$ cat config.mk
export PLATFORM = sky130hd
export DESIGN_NAME = acc_load_unit
export DESIGN_NICKNAME = d
export VERILOG_FILES = /design/src/rtl/acc_load_unit.sv
export SDC_FILE = /design/constraint.sdc
export NUM_CORES = 1
export LEC_CHECK = 0
export CAP_MARGIN = 5
export CORE_MARGIN = 2
export CORE_UTILIZATION = 46
export DETAILED_ROUTE_END_ITERATION = 7
export PLACE_DENSITY = 0.88
export SLEW_MARGIN = 20
export SYNTH_ARGS = -nofsm -noshare
export SYNTH_HDL_FRONTEND = slang
export SYNTH_SLANG_ARGS = --single-unit
$ cat constraint.sdc
create_clock -name clk -period 6.1 [get_ports clk]
set_clock_uncertainty 0.2 [all_clocks]
set_input_delay 1.22 -clock clk [delete_from_list [all_inputs] [get_ports clk]]
set_output_delay 1.22 -clock clk [all_outputs]
set_load 0.02 [all_outputs]
$ cat src/rtl/acc_load_unit.sv
// acc_load_unit: registered accumulator load from memory/immediate/ALU/hold with memory-wait timeout
// Ports: clk, rst_n (async active-low); SelA source select, WrAcc load request;
// from_memory + mem_valid, from_signal (immediate), from_alu data sources; err_clr clears timeout_err;
// acc with zero/neg flags, busy while waiting for memory, load_done pulse, sticky timeout_err.
module acc_load_unit #(
  parameter int DATA_LENGTH    = 16,
  parameter int IMM_LENGTH     = 11,
  parameter int TIMEOUT_CYCLES = 8
) (
  input  logic                   clk,
  input  logic                   rst_n,
  input  logic [1:0]             SelA,
  input  logic                   WrAcc,
  input  logic [DATA_LENGTH-1:0] from_memory,
  input  logic                   mem_valid,
  input  logic [IMM_LENGTH-1:0]  from_signal,
  input  logic [DATA_LENGTH-1:0] from_alu,
  input  logic                   err_clr,
  output logic [DATA_LENGTH-1:0] acc,
  output logic                   zero,
  output logic                   neg,
  output logic                   busy,
  output logic                   load_done,
  output logic                   timeout_err
);
  localparam int CW = $clog2(TIMEOUT_CYCLES + 1);
  typedef enum logic {IDLE, WAIT_MEM} state_t;
  state_t state, state_n;
  logic [CW-1:0] cnt, cnt_n;
  logic [DATA_LENGTH-1:0] acc_n, imm;
  logic done_n, to_n;
  assign imm = DATA_LENGTH'($signed(from_signal));
  always_comb begin
    state_n = state;
    cnt_n   = cnt;
    acc_n   = acc;
    done_n  = 1'b0;
    to_n    = 1'b0;
    if (state == IDLE) begin
      if (WrAcc) begin
        if (SelA == 2'b00 && !mem_valid) begin
          state_n = WAIT_MEM;
          cnt_n   = CW'(1);
        end else begin
          done_n = 1'b1;
          acc_n  = SelA == 2'b00 ? from_memory : SelA == 2'b01 ? imm : SelA == 2'b10 ? from_alu : acc;
        end
      end
    end else if (mem_valid) begin
      // data arriving on the last counted cycle still wins over the timeout
      acc_n   = from_memory;
      state_n = IDLE;
      cnt_n   = '0;
      done_n  = 1'b1;
    end else if (cnt == CW'(TIMEOUT_CYCLES)) begin
      state_n = IDLE;
      cnt_n   = '0;
      to_n    = 1'b1;
    end else begin
      cnt_n = cnt + 1'b1;
    end
  end
  // flags are computed from the next acc so they always match acc in the same cycle
  always_ff @(posedge clk or negedge rst_n) begin
    if (!rst_n) begin
      state       <= IDLE;
      cnt         <= '0;
      acc         <= '0;
      zero        <= 1'b1;
      neg         <= 1'b0;
      busy        <= 1'b0;
      load_done   <= 1'b0;
      timeout_err <= 1'b0;
    end else begin
      state       <= state_n;
      cnt         <= cnt_n;
      acc         <= acc_n;
      zero        <= acc_n == '0;
      neg         <= acc_n[DATA_LENGTH-1];
      busy        <= state_n == WAIT_MEM;
      load_done   <= done_n;
      timeout_err <= to_n | (timeout_err & ~err_clr);
    end
  end
endmodule

==> results.json <==
{
  "status": "finished clean",
  "clk_latency_ns": 0.32,
  "row_count": 21,
  "port_buffers": 70,
  "syn_nets": 230,
  "wl_per_cell_um": 15.50,
  "peakVddDrop_v": 0.0001643,
  "max_slew.worst_pin.slew_ns": 0.8438,
  "clockRootBuffer": "clkbuf_4",
  "slowest_delay_ns": 0.85,
  "coreArea_um2": 3390,
  "wl_met1_mm": 1.973,
  "hold_violations": 0,
  "first_global_vias": 1631,
  "pwr_density_cell_nw_per_um2": 212.8,
  "cts_buffer_depth": 2,
  "crit_fanout": 27,
  "grt_overflow": 0,
  "fin_crit_ns": 4.000,
  "layout_common_cells": "69 x clkdlybuf4s50_1, 23 x dfrtp_1, 20 x nand2_1",
  "postCtsSetupRepairBufs": 0,
  "vias_per_cell": 5.641,
  "die_y_um": 63.99,
  "ios": 71,
  "p_int_uw": 333.2,
  "slew_headroom_pct": 43.57,
  "dr_wl_met3_um": 271,
  "pwr-share-comb_pct": 41.8,
  "nNetsFinal": 294,
  "netlist_instances": 178,
  "grt_max_degree": 28,
  "die_w_um": 63.99,
  "hp-class": "flop to flop",
  "critPathKind": "input port to flop",
  "cp.required_ns": 6.15,
  "power_frac_clock_pct": 16.6,
  "setup_viol": 0,
  "slew_viol_final": 0,
  "min_path_cells": 1,
  "fmax_mhz": 250.0,
  "crit_path_cell_trace": "clkdlybuf4s50_1 > or3_1 > a21oi_2 > a222oi_1 > nand3b_1 > or4_1 > nor4_2",
  "yosys_most_used_dff": "dfrtp_1",
  "h-tree-depth": 1,
  "drive_gt1_share_pct": 6.639,
  "cts_tree": "done",
  "firstDrtPassIters": 4,
  "rsz0062_at_grt": "false",
  "final_common_cell": "clkdlybuf4s50_1",
  "initial_core_util_pct": 48.84,
  "syn_area_per_cell_um2": 9.300,
  "antenna_found_initial": 0,
  "num_vias": 1619,
  "ys_async_sr_fraction_pct": 100.0,
  "clkTransAtPathRegs_ns": 0.13,
  "fin_setup_tns_ns": 0,
  "endpoint_kind": "flop",
  "p_seq_share_pct": 41.6,
  "route.detailed.drc": 0,
  "dieArea_um2": 4094,
  "reg2regPathDepth": 5,
  "final_core_util_pct": 70.47,
  "sw_frac_of_total_pct": 34.44,
  "antenna_cells": 0,
  "synth.distinct_cells": 41,
  "clkSinkCount": 24,
  "p_leak_uw": 0.001043,
  "crit_slowest_cell": "clkdlybuf4s50_1",
  "gp_congestion": 0.7989,
  "drv_cap": 0,
  "wl_mm": 4.449,
  "area_growth_pct": 44.29,
  "hpwl_mm": 3.372,
  "cts_buffers": 3,
  "timing.final.crit_share_pct": 65.57,
  "syn_area_um2": 1655,
  "grt_usage_pct": 22.75,
  "netSwitchingPower_uw": 175.1,
  "grt_pass1_wl_mm": 7.458,
  "drt-initial-drc-count": 111,
  "holdBufCountCts": 0,
  "highest_layer": "met4",
  "synth_edf_count": 0,
  "postRouteAntennaNets": 0,
  "cp-start-kind": "input port",
  "dr_wl_met2_mm": 2.177,
  "yosys_warnings": 0,
  "yosys_register_bits": 24,
  "critPathArrivalTime_ns": 4.05,
  "yosysSeqAreaShare_pct": 36.36,
  "post_cts_resized": 0
}
-- synthesized netlist by cell type (2+ instances only) --
cell       n  area [um2]
a211oi_1   2       15.01
a21o_1     5       37.54
a21oi_1    2       10.01
a221o_1    3       30.03
a222oi_1   5       50.05
a22o_1     6       52.55
a22oi_1    9       67.56
a31oi_1    3       18.77
and2_1     4       25.02
buf_2      3       15.01
buf_4      2       15.01
clkbuf_1   6       22.52
dfrtp_1   23       575.6
ha_1       2       25.02
inv_1     17       63.81
mux2i_1   11       110.1
mux4_2     5       112.6
nand2_1   20       75.07
nand2b_1   4       25.02
nand3b_1   3       22.52
nor2_1     4       15.01
nor2b_1    4       25.02
o21ai_0   15       75.07
o21ai_1    2       10.01
or4_1      2       15.01
-- power by group through the flow --
stage	Sequential [uW]	Combinational, uW	Clock (uW)
after floorplan	234	91.5	0
after global placement	213	209	0
after detailed placement	214	212	0
after CTS	211	214	85.4
after global routing	215	230	93.9
final	212	212	84.4
-- worst max-delay path: cells and delay by family --
family / cells / cell delay (ns)
simple gates: 4 / 1.33
buf+inv: 1 / 0.85
compound gates: 2 / 0.63
-- area by class of cell --
cell class | count | area [um2]
multi-input combinational | 125 | 925.9
clock buffer | 4 | 36.28
inverter | 17 | 63.81
timing repair buffer | 71 | 703.2
fill | 266 | 1001
sequential | 24 | 601.8
tap | 46 | 57.56
-- final timing paths --
check | start | to | slack (ns)
max | mem_valid | zero | 2.10
min | cnt[3] | cnt[3] | 0.30
max reg2reg | state | zero | 3.49
min reg2reg | cnt[3] | cnt[3] | 0.30
max in group asynchronous | rst_n | zero | 4.67
min in group asynchronous | rst_n | acc[2] | 0.66
-- routing by layer --
layer  vias to the layer above  track usage, %
li1                        785               -
met1                       770           30.97
met2                        62           37.24
met3                         2           4.754
met4                         0           4.891
met5                         -               0
-- state kept, by name, summed over array words and instances, names as in the netlist --
| register | cells |
|---|---|
| acc | 16 |
| load_done | 1 |
| timeout_err | 1 |
| cnt | 4 |
| zero | 1 |
| state | 1 |
-- per-stage QoR --
step                      hold slack (ns)  setup WS, ns  cells  total power [uW]  cell area, um2
final                              0.3031         2.100    287             508.3            2389
after CTS                          0.3030         2.132    287             509.8            2394
after detailed placement           0.2845         1.796    283             426.3            2357
after global routing               0.3490         1.926    287             538.7            2389
after floorplan                    0.2510         2.820    178             325.0            1655
after global placement             0.2718         1.823    283             421.7            2357
-- logic make-up after synthesis --
kind of cell | Yosys count | synth area share (%)
mux | 16 | 13.45
simple gates | 49 | 15.80
flops | 24 | 36.36
compound gates | 58 | 25.17
fa+ha+maj | 2 | 1.511
buf+inv | 29 | 7.709
No activity file was read; power rests on OpenSTA's default activity.
